File: config.mk
export PLATFORM = sky130hd
export DESIGN_NAME = draw_number_ctrl_flat
export DESIGN_NICKNAME = d
export VERILOG_FILES = /design/src/rtl/draw_number_ctrl_pkg.sv /design/src/rtl/draw_number_ctrl_if.sv /design/src/rtl/draw_number_ctrl.sv /design/src/flat_wrapper.sv
export SDC_FILE = /design/constraint.sdc
export NUM_CORES = 1
export LEC_CHECK = 0
export ABC_AREA = 1
export CAP_MARGIN = 20
export CORE_MARGIN = 5
export CORE_UTILIZATION = 48
export DETAILED_ROUTE_END_ITERATION = 10
export PLACE_DENSITY = 0.77
export SYNTH_ARGS = -nofsm -noshare
export SYNTH_HDL_FRONTEND = slang
export SYNTH_SLANG_ARGS = --single-unit
File: constraint.sdc
create_clock -name clk -period 3.41 [get_ports clk]
set_input_delay 0.5115 -clock clk [delete_from_list [all_inputs] [get_ports clk]]
set_output_delay 0.5115 -clock clk [all_outputs]
set_load 0.03 [all_outputs]
File: src/rtl/draw_number_ctrl_pkg.sv
// Shared constants and types for the number-drawing controller.
// Holds default pixel geometry, the ASCII base for digit glyphs,
// the character renderer mode encodings and the controller FSM state type.
package draw_number_ctrl_pkg;

    localparam int PIXEL_X_WIDTH_DEF = 10;
    localparam int PIXEL_Y_WIDTH_DEF = 9;
    localparam int PIXEL_X_MAX_DEF   = 639;
    localparam int PIXEL_Y_MAX_DEF   = 479;

    localparam logic [7:0] CHAR_ZERO = 8'h30;

    localparam logic [1:0] MODE_POS_CODE   = 2'b00;
    localparam logic [1:0] MODE_COLOR_SIZE = 2'b01;
    localparam logic [1:0] MODE_FULL_LOAD  = 2'b10;

    typedef enum logic [2:0] {
        ST_IDLE,
        ST_EVAL,
        ST_ISSUE,
        ST_WAIT,
        ST_FIN
    } state_t;

endpackage

File: src/rtl/draw_number_ctrl_if.sv
// Character renderer link: position/code/size/colour load bus with strobe,
// and the renderer's completion pulse back to the controller.
// master = controller (drives the load bus), slave = character renderer.
interface draw_number_ctrl_if #(
    parameter int PXW = 10,
    parameter int PYW = 9,
    parameter int CIW = 8,
    parameter int CCW = 8
) ();
    logic [PXW-1:0] ch_x;
    logic [PYW-1:0] ch_y;
    logic [CCW-1:0] ch_code;
    logic [3:0]     ch_size;
    logic [1:0]     ch_mode;
    logic [CIW-1:0] ch_idata;
    logic           ch_idata_vld;
    logic           ch_done;

    modport master (
        output ch_x, ch_y, ch_code, ch_size, ch_mode, ch_idata, ch_idata_vld,
        input  ch_done
    );

    modport slave (
        input  ch_x, ch_y, ch_code, ch_size, ch_mode, ch_idata, ch_idata_vld,
        output ch_done
    );
endinterface

File: src/rtl/draw_number_ctrl.sv
// Draws a BCD number as a row of character glyphs by issuing one load per
// digit to a character renderer and waiting for its completion pulse.
// Ports: clk/rst (async active-high); start + captured request fields
// (value, ndig, lz, x, y, size, color); status busy/done/clipped;
// ch = renderer link (master side).
//
// state    | meaning
// IDLE     | waiting for start
// EVAL     | clip / skip / draw decision for the current digit
// ISSUE    | load strobe to the renderer
// WAIT     | waiting for renderer completion
// FIN      | done pulse
module draw_number_ctrl
    import draw_number_ctrl_pkg::*;
#(
    parameter int PIXEL_X_WIDTH   = PIXEL_X_WIDTH_DEF,
    parameter int PIXEL_Y_WIDTH   = PIXEL_Y_WIDTH_DEF,
    parameter int PIXEL_X_MAX     = PIXEL_X_MAX_DEF,
    parameter int PIXEL_Y_MAX     = PIXEL_Y_MAX_DEF,
    parameter int COLOR_ID_WIDTH  = 8,
    parameter int CHAR_CODE_WIDTH = 8,
    parameter int NUM_DIGITS_MAX  = 4
) (
    input  logic                        clk,
    input  logic                        rst,
    input  logic                        start,
    input  logic [4*NUM_DIGITS_MAX-1:0] value,
    input  logic [2:0]                  ndig,
    input  logic                        lz,
    input  logic [PIXEL_X_WIDTH-1:0]    x,
    input  logic [PIXEL_Y_WIDTH-1:0]    y,
    input  logic [3:0]                  size,
    input  logic [COLOR_ID_WIDTH-1:0]   color,
    output logic                        busy,
    output logic                        done,
    output logic                        clipped,
    draw_number_ctrl_if.master          ch
);

    localparam int VW  = 4*NUM_DIGITS_MAX;
    localparam int XW1 = PIXEL_X_WIDTH + 1;
    localparam int XEW = PIXEL_X_WIDTH + 2;
    localparam int YEW = PIXEL_Y_WIDTH + 2;

    state_t state, state_n;

    logic [VW-1:0]              val_q;
    logic [2:0]                 nd_q;
    logic [2:0]                 idx;
    logic                       lz_q;
    logic                       seen_nz;
    logic [XW1-1:0]             xcur;
    logic [PIXEL_Y_WIDTH-1:0]   y_q;
    logic [3:0]                 size_q;
    logic [COLOR_ID_WIDTH-1:0]  color_q;
    logic                       clipped_q;

    logic [PIXEL_X_WIDTH-1:0]   ch_x_q;
    logic [PIXEL_Y_WIDTH-1:0]   ch_y_q;
    logic [CHAR_CODE_WIDTH-1:0] ch_code_q;
    logic [3:0]                 ch_size_q;
    logic [COLOR_ID_WIDTH-1:0]  ch_idata_q;
    logic [1:0]                 ch_mode_q;

    logic [2:0]     nd_clamp;
    logic [VW-1:0]  val_aligned;
    logic [3:0]     nib;
    logic           last;
    logic [4:0]     s1;
    logic [6:0]     pitch;
    logic [7:0]     height;
    logic [XEW-1:0] x_end;
    logic [YEW-1:0] y_end;
    logic           clip;
    logic           accept, eval_clip, eval_skip, eval_draw, advance;

    // Request fields are left-aligned so the digit being evaluated is always
    // the top nibble; advancing is then a plain shift.
    always_comb begin
        nd_clamp = ndig;
        if (ndig == 3'd0)
            nd_clamp = 3'd1;
        else if (int'(ndig) > NUM_DIGITS_MAX)
            nd_clamp = 3'(NUM_DIGITS_MAX);
        val_aligned = value << (4 * (NUM_DIGITS_MAX - int'(nd_clamp)));
    end

    assign nib  = val_q[VW-1 -: 4];
    assign last = (idx == nd_q - 3'd1);

    // Pitch 6*(size+1) and height 10*(size+1) as shift-and-add.
    assign s1     = {1'b0, size_q} + 5'd1;
    assign pitch  = {s1, 2'b00} + {1'b0, s1, 1'b0};
    assign height = {s1, 3'b000} + {2'b00, s1, 1'b0};

    // Compare the exclusive end against MAX+1 to avoid the -1 underflow.
    assign x_end = {1'b0, xcur} + XEW'(pitch);
    assign y_end = {2'b00, y_q} + YEW'(height);
    assign clip  = (x_end > XEW'(PIXEL_X_MAX + 1)) || (y_end > YEW'(PIXEL_Y_MAX + 1));

    always_ff @(posedge clk or posedge rst) begin
        if (rst)
            state <= ST_IDLE;
        else
            state <= state_n;
    end

    always_comb begin
        state_n   = state;
        accept    = 1'b0;
        eval_clip = 1'b0;
        eval_skip = 1'b0;
        eval_draw = 1'b0;
        advance   = 1'b0;
        case (state)
            ST_IDLE: begin
                if (start) begin
                    accept  = 1'b1;
                    state_n = ST_EVAL;
                end
            end
            ST_EVAL: begin
                if (clip) begin
                    eval_clip = 1'b1;
                    state_n   = ST_FIN;
                end else if (lz_q && nib == 4'd0 && !seen_nz && !last) begin
                    eval_skip = 1'b1;
                end else begin
                    eval_draw = 1'b1;
                    state_n   = ST_ISSUE;
                end
            end
            ST_ISSUE: state_n = ST_WAIT;
            ST_WAIT: begin
                if (ch.ch_done) begin
                    if (last) begin
                        state_n = ST_FIN;
                    end else begin
                        advance = 1'b1;
                        state_n = ST_EVAL;
                    end
                end
            end
            ST_FIN:  state_n = ST_IDLE;
            default: state_n = ST_IDLE;
        endcase
    end

    always_ff @(posedge clk or posedge rst) begin
        if (rst) begin
            val_q      <= '0;
            nd_q       <= '0;
            idx        <= '0;
            lz_q       <= 1'b0;
            seen_nz    <= 1'b0;
            xcur       <= '0;
            y_q        <= '0;
            size_q     <= '0;
            color_q    <= '0;
            clipped_q  <= 1'b0;
            ch_x_q     <= '0;
            ch_y_q     <= '0;
            ch_code_q  <= '0;
            ch_size_q  <= '0;
            ch_idata_q <= '0;
            ch_mode_q  <= '0;
        end else begin
            ch_mode_q <= MODE_FULL_LOAD;
            if (accept) begin
                val_q     <= val_aligned;
                nd_q      <= nd_clamp;
                idx       <= '0;
                lz_q      <= lz;
                seen_nz   <= 1'b0;
                xcur      <= {1'b0, x};
                y_q       <= y;
                size_q    <= size;
                color_q   <= color;
                clipped_q <= 1'b0;
            end
            if (eval_skip || advance) begin
                val_q <= val_q << 4;
                idx   <= idx + 3'd1;
                xcur  <= xcur + XW1'(pitch);
            end
            if (eval_clip)
                clipped_q <= 1'b1;
            if (eval_draw) begin
                ch_x_q     <= xcur[PIXEL_X_WIDTH-1:0];
                ch_y_q     <= y_q;
                ch_code_q  <= CHAR_CODE_WIDTH'(CHAR_ZERO) + CHAR_CODE_WIDTH'(nib);
                ch_size_q  <= size_q;
                ch_idata_q <= color_q;
                if (nib != 4'd0)
                    seen_nz <= 1'b1;
            end
        end
    end

    assign busy    = (state != ST_IDLE);
    assign done    = (state == ST_FIN);
    assign clipped = clipped_q;

    assign ch.ch_x         = ch_x_q;
    assign ch.ch_y         = ch_y_q;
    assign ch.ch_code      = ch_code_q;
    assign ch.ch_size      = ch_size_q;
    assign ch.ch_mode      = ch_mode_q;
    assign ch.ch_idata     = ch_idata_q;
    assign ch.ch_idata_vld = (state == ST_ISSUE);

endmodule
File: src/flat_wrapper.sv
// flat-port wrapper written by rule: the top's interface ports become plain ports
module draw_number_ctrl_flat import draw_number_ctrl_pkg::*;
#(
    parameter int PIXEL_X_WIDTH   = PIXEL_X_WIDTH_DEF,
    parameter int PIXEL_Y_WIDTH   = PIXEL_Y_WIDTH_DEF,
    parameter int PIXEL_X_MAX     = PIXEL_X_MAX_DEF,
    parameter int PIXEL_Y_MAX     = PIXEL_Y_MAX_DEF,
    parameter int COLOR_ID_WIDTH  = 8,
    parameter int CHAR_CODE_WIDTH = 8,
    parameter int NUM_DIGITS_MAX  = 4
)
  (clk, rst, start, value, ndig, lz, x, y, size, color, busy, done, clipped, ch_ch_x, ch_ch_y, ch_ch_code, ch_ch_size, ch_ch_mode, ch_ch_idata, ch_ch_idata_vld, ch_ch_done);
  draw_number_ctrl_if ch_i ();
  input  logic clk;
  input  logic rst;
  input  logic start;
  input  logic [4*NUM_DIGITS_MAX-1:0] value;
  input  logic [2:0] ndig;
  input  logic lz;
  input  logic [PIXEL_X_WIDTH-1:0] x;
  input  logic [PIXEL_Y_WIDTH-1:0] y;
  input  logic [3:0] size;
  input  logic [COLOR_ID_WIDTH-1:0] color;
  output logic busy;
  output logic done;
  output logic clipped;
  output wire logic [$bits(ch_i.ch_x)-1:0] ch_ch_x;
  output wire logic [$bits(ch_i.ch_y)-1:0] ch_ch_y;
  output wire logic [$bits(ch_i.ch_code)-1:0] ch_ch_code;
  output wire logic [$bits(ch_i.ch_size)-1:0] ch_ch_size;
  output wire logic [$bits(ch_i.ch_mode)-1:0] ch_ch_mode;
  output wire logic [$bits(ch_i.ch_idata)-1:0] ch_ch_idata;
  output wire logic [$bits(ch_i.ch_idata_vld)-1:0] ch_ch_idata_vld;
  input wire logic [$bits(ch_i.ch_done)-1:0] ch_ch_done;
  assign ch_ch_x = ch_i.ch_x;
  assign ch_ch_y = ch_i.ch_y;
  assign ch_ch_code = ch_i.ch_code;
  assign ch_ch_size = ch_i.ch_size;
  assign ch_ch_mode = ch_i.ch_mode;
  assign ch_ch_idata = ch_i.ch_idata;
  assign ch_ch_idata_vld = ch_i.ch_idata_vld;
  assign ch_i.ch_done = ch_ch_done;
  draw_number_ctrl #(.PIXEL_X_WIDTH(PIXEL_X_WIDTH), .PIXEL_Y_WIDTH(PIXEL_Y_WIDTH), .PIXEL_X_MAX(PIXEL_X_MAX), .PIXEL_Y_MAX(PIXEL_Y_MAX), .COLOR_ID_WIDTH(COLOR_ID_WIDTH), .CHAR_CODE_WIDTH(CHAR_CODE_WIDTH), .NUM_DIGITS_MAX(NUM_DIGITS_MAX)) u_core (.clk(clk), .rst(rst), .start(start), .value(value), .ndig(ndig), .lz(lz), .x(x), .y(y), .size(size), .color(color), .busy(busy), .done(done), .clipped(clipped), .ch(ch_i));
endmodule
Word-level counts from Yosys, hierarchy flattened --
Index checks and enable logic that the tools add are counted.
Operators by class: add/subtract/negate cells 10, order comparisons 3, equal/unequal tests 8, shift operators 1, multiplexer cells 32, reduce and logical (&&, ||, !) cells 15
Operators by type and width (count):
- 2-to-1 mux 16 bit | 2
- left shift 16 x 32 -> 16 bit | 1
- 2-to-1 mux 3 bit | 9
- 2-to-1 mux 11 bit | 2
- 2-to-1 mux 1 bit | 18
- adder 11 x 7 -> 12 bit | 1
- greater-than comparator 12 x 10 -> 1 bit, second input constant | 1
- case mux 3 bit (4 select lines) | 1
- adder 11 x 7 -> 11 bit | 1
- greater-than comparator 11 x 9 -> 1 bit, second input constant | 1
- adder 9 x 8 -> 10 bit | 1
- adder 8 x 6 -> 8 bit | 1
- adder 6 x 4 -> 7 bit, first input constant | 1
- adder 7 x 6 -> 7 bit | 1
- == test 3 x 2 -> 1 bit, second input constant | 2
- logical NOT 3 bit | 2
- adder 4 x 1 -> 5 bit, second input constant | 1
- logical NOT 4 bit | 1
- inequality test 2 bit, second input constant | 2
- nonzero test 2 bit | 2
- nonzero test 4 bit | 1
- subtractor 3 x 3 -> 4 bit, first input constant | 1
- adder 3 x 1 -> 3 bit, second input constant | 1
- == test 3 x 1 -> 1 bit, second input constant | 1
- 10 further kinds | 14
Word-level totals: bits in registers 100, input bits 55, logic and storage cells 86

Logic depth before layout (Yosys ltp) --
word-level depth 9, mapped depth 28

Least setup slack after synthesis --
No wires, ideal clock.
kind register -> register, start reg u_core.size_q[0], end reg u_core.ch_size_q[3], in the netlist u_core.ch.ch_size[3], setup time 0.122 ns, arrival 3.396 ns, setup slack -0.108 ns, stages on the path, launching flop included 27, period minus slack after synthesis 3.518 ns, path through dfrtp_1 inv_1 ha_1 nor2_1 inv_1 nand2_1 inv_1 ha_1 or2_2 nand2_1 a21oi_1 xor2_1 ha_1 inv_1 nand2_1 nand2_1 nand3b_1 nor2_1 nand3_1 nand2_1 nand2_1 nor2_2 and2_4 nand3b_4 buf_2 nand2_1 o21ai_1
Between the ends: longest elaborated chain between the ends 7
Ends and longest elaborated chain:
- from (decl) | RTL line draw_number_ctrl.sv:54 | logic [3:0] size_q;
- from (signal assigned) | RTL line draw_number_ctrl.sv:177 | size_q <= size;
- adder 4 x 1 -> 5 bit * | RTL line draw_number_ctrl.sv:92 | assign s1 = {1'b0, size_q} + 5'd1;
- adder 7 x 6 -> 7 bit or adder 8 x 6 -> 8 bit (tied branches) | RTL line draw_number_ctrl.sv:93, draw_number_ctrl.sv:94
- adder 11 x 7 -> 12 bit or adder 9 x 8 -> 10 bit (tied branches) | RTL line draw_number_ctrl.sv:97, draw_number_ctrl.sv:98
- greater-than comparator 12 x 10 -> 1 bit or greater-than comparator 11 x 9 -> 1 bit (tied branches) | RTL line draw_number_ctrl.sv:99 | assign clip = (x_end > XEW'(PIXEL_X_MAX + 1)) || (y_end > YEW'(PIXEL_Y_MAX + 1));
- logical OR 1 bit * | RTL line draw_number_ctrl.sv:99
- 2-to-1 mux 1 bit * | RTL line draw_number_ctrl.sv:123 | if (clip) begin
- 2-to-1 mux 1 bit * | RTL line draw_number_ctrl.sv:115 | case (state)
- to (signal assigned) | RTL line draw_number_ctrl.sv:192 | ch_size_q <= size_q;
- to (decl) | RTL line draw_number_ctrl.sv:61 | logic [3:0] ch_size_q;
Every way passes the cells marked *; elsewhere a longest branch is shown, timed or not. A chain may end at the register's enable or synchronous reset.

Worst setup path after layout --
start reg u_core.size_q[1], end reg u_core.ch_y_q[4], in the netlist u_core.ch.ch_y[4]
Between the ends: longest elaborated chain between the ends 7
Ends and longest elaborated chain:
- adder 4 x 1 -> 5 bit * | RTL line draw_number_ctrl.sv:92
- adder 7 x 6 -> 7 bit or adder 8 x 6 -> 8 bit (tied branches) | RTL line draw_number_ctrl.sv:93, draw_number_ctrl.sv:94
- adder 11 x 7 -> 12 bit or adder 9 x 8 -> 10 bit (tied branches) | RTL line draw_number_ctrl.sv:97, draw_number_ctrl.sv:98
- greater-than comparator 12 x 10 -> 1 bit or greater-than comparator 11 x 9 -> 1 bit (tied branches) | RTL line draw_number_ctrl.sv:99
- logical OR 1 bit * | RTL line draw_number_ctrl.sv:99
- 2-to-1 mux 1 bit * | RTL line draw_number_ctrl.sv:123
- 2-to-1 mux 1 bit * | RTL line draw_number_ctrl.sv:115
- to (signal assigned) | RTL line draw_number_ctrl.sv:190 | ch_y_q <= y_q;
- to (decl) | RTL line draw_number_ctrl.sv:59 | logic [PIXEL_Y_WIDTH-1:0] ch_y_q;
Marks and branches as above.

==> impl_summary.txt <==
----------------------------------------------------
[Status]
  Outcome ... finished with violations
  Failing checks ... setup timing

[Detailed routing]
  Via count ... 5398
  Average routed wire per standard cell ... 15.9 µm
  Detailed-routing iteration count for the pre-antenna-repair pass ... 4
  Routed Antenna Nets ... 0
  Detailed-route vias per instance ... 5.36
  Remaining routing DRC violations ... 0
  Iter 0 DRT Violations ... 316
  Total wire length ... 16100 µm

[Global route]
  First-pass GRT wire length ... 23600 µm
  Global route total overflow ... 0
  GR Util All Layers ... 21.4%
  Vias in the first global route ... 5058
  Initial antenna violation count ... 0
  Largest net degree at the start of global routing ... 53

[Place]
  Port-buffer cells ... 96
  Estimated wirelength of the detail-placed design ... 10200 µm
  Final weighted congestion in routability-driven placement ... 0.904

[Synth]
  Proportion of synthesized flip-flops having asynchronous set or reset ... 100%
  Count of state elements after synthesis ... 97
  Cell accounting for the most synthesized area ... dfrtp_1
  Synthesized area per cell ... 7.53 µm²
  Area fraction of the dominant cell type after synthesis ... 44.1%
  Number of enable flip-flop cells after synthesis ... 0
  Synthesis Warnings ... 0
  Post-synthesis cell area ... 5500 µm²
  Share of the yosys chip area belonging to registers ... 44.1%
  Syn Inst Count ... 731
  Cells taking the most area after synthesis ... dfrtp_1 44%, nand2_1 21%, ha_1 5.7%
  Prevailing post-synth register cell ... dfrtp_1
  Number of distinct library cells after synthesis ... 36

[STA]
  Final worst-path setup slack ... -259 ps
  Shortest clock period the worst path allows after layout ... 3670 ps
  Max Fclk ... 0.273 GHz
  RSZ-0062 raised after global routing ... true
  Number of hold violations in the final report ... 0
  Actual transition at the worst max-transition pin ... 828 ps
  Setup violations, final ... 69
  Final Max Tran Viols ... 0
  Relative slew slack ... 44.4%
  Crit share post-route ... 108%
  Post-route clock skew ... 9.37 ps
  Setup TNS ... -13680 ps
  Hold slack final ... 470 ps

[Clock tree]
  Hold bufs inserted after CTS ... 0
  Latest clock arrival within the worst-skew pair ... 350 ps
  Clock H-tree levels ... 3
  Clk buf depth ... 2
  TritonCTS clock tree ... yes
  Clock-pin transition on the worst setup and hold timing paths ... 70 ps
  Number of sinks on the clock net ... 97
  Number of buffers added by the clock tree synthesis step ... 9
  Root buf cell ... clkbuf_16

[Finish]
  ANT cells ... 0
  Fraction of final layout cells sized beyond drive strength 1 ... 20.3%
  Net count, final ... 942
  Util after Layout ... 69.3%
  Area grow syn2layout ... 42.5%
  Fill count ... 924

[Setup path]
  Critical path start-end classification ... reg2reg
  Critical path launch point type ... register
  R2R depth ... 23
  Critical-path maximum fanout ... 6
  Required time worst endpoint ... 3700 ps
  Worst Path Arrival ... 3960 ps
  Critical Path End Type ... register
  R2R Setup Slk ... -260 ps

[Die]
  Total number of placement rows ... 39
  Area enclosed by the die boundary ... 13700 µm²
  Chip Width ... 117 µm
  Effective utilization at floorplan ... 48.6%
  Die outline height ... 117 µm
  CORE AREA ... 11300 µm²
  Number of I/O pins ... 100

[Flow run]
  Max Cap Viol ... 0

[Min path]
  Type of the tightest min-delay check ... reg2reg
  Number of cells traversed by the worst hold path ... 2

----------------------------------------------------
[state kept, by name (all words and copies together), names as in the netlist]
signal              flops
u_core.val_q           16
u_core.state            3
u_core.ch.ch_mode       1
u_core.idx              3
u_core.size_q           4
u_core.ch.ch_x         10
u_core.y_q              9
u_core.ch.ch_code       5
u_core.lz_q             1
u_core.nd_q             3
u_core.seen_nz          1
u_core.color_q          8
u_core.xcur            11
u_core.clipped          1
u_core.ch.ch_idata      8
u_core.ch.ch_y          9
u_core.ch.ch_size       4
[cells in the final DEF (no fill, tap or decap), types with 7 or more instances in the layout]
cell and instances:
nand2_1 258, clkdlybuf4s50_1 96, dfrtp_1 94, inv_1 52
nor2_1 32, nand3_1 32, nand4_1 32, buf_4 32
nand2_2 29, nand2_4 22, ha_1 19, o21ai_0 18
nand3_2 17, clkbuf_16 14, o21ai_1 11, xnor2_1 7
xor2_1 7, buf_12 7
[synthesized netlist by cell type (all sizes together) (2+ instances only)]
cell and count:
a21oi 11, buf 22, clkbuf 10, conb 2, dfrtp 97, fa 3
ha 25, inv 59, nand2 309, nand3 49, nand3b 4, nand4 33
nor2 37, nor3 6, o21ai 35, o22ai 5, or2 3, xnor2 7
xor2 8
[worst paths after layout]
kind                              startpoint                     to
min in group asynchronous                rst      u_core.color_q[0]
setup / recovery            u_core.size_q[1]      u_core.ch.ch_y[4]
max in group asynchronous                rst       u_core.size_q[2]
hold / removal             u_core.color_q[2]  u_core.ch.ch_idata[2]
hold reg to reg            u_core.color_q[2]  u_core.ch.ch_idata[2]
setup reg to reg            u_core.size_q[1]      u_core.ch.ch_y[4]
[timing repair]
action | CTS | global route
gates resized for setup | 22 | 114
buffers inserted | 2 | 9
cloned | 0 | 6
endpoints found under the hold margin | 0 | 0
pin swaps | 12 | 35
endpoints found under the setup margin | 69 | 70
[logic make-up (layout without fill, tap and decap cells)]
group,after synthesis,in the layout,share of synthesized area [%]
AND/OR/NAND/NOR,443,443,34.0
flip-flops,97,97,44.1
buffers and inverters,92,223,7.30
AO/OA/AOI/OAI,54,54,5.30
adder cells (fa/ha/maj),28,28,6.78
XOR/XNOR,15,15,2.39
other,2,4,0.136
[layout make-up]
type                       instances  area [µm²]  area share, %
inverter                          60         239           3.05
tap                              143         179           2.28
timing repair buffer             147        1540           19.6
sequential                        97        2430           31.0
multi-input combinational        544        3170           40.4
clock buffer                       9         225           2.87
clock inverter                     7        60.1          0.766
[through the flow]
stage | cell area (µm²) | worst slack (ps) | cells
2_1_floorplan | 5540 | 6.13 | 733
3_3_place_gp | 6830 | -125 | 974
3_5_place_dp | 6830 | -253 | 974
4_1_cts | 7210 | -114 | 992
5_1_grt | 7840 | -487 | 1007
6_report | 7840 | -259 | 1007
[routing by layer]
metal / vias up / part of all wire [%] / wire [µm] / GRT usage (%)
met4: 0 / 2.0 / 322 / 6.12
li1: 2590 / - / - / -
met2: 170 / 50 / 8040 / 36.4
met1: 2607 / 43 / 6840 / 28.5
met5: - / 0 / 0 / 0
met3: 31 / 5.3 / 852 / 3.44
[critical path, stage by stage, from the launching register on]
cell,delay (ps)
dfrtp_2,470
ha_4,200
xor2_4,210
buf_4,170
ha_4,200
a21oi_2,120
nand2_1,80
xor2_1,140
ha_1,350
buf_4,160
buf_4,120
nand3_1,70
nand2_1,70
nor2_1,100
nand2_1,70
nand2_1,70
nand2_1,60
nand2_2,110
and2_4,170
nand3b_4,190
inv_8,170
buf_2,160
nand2_1,70
nand2_1,60
Power is not shown: default switching activity piles up to over one toggle a cycle in this logic, so the estimate is an artifact.
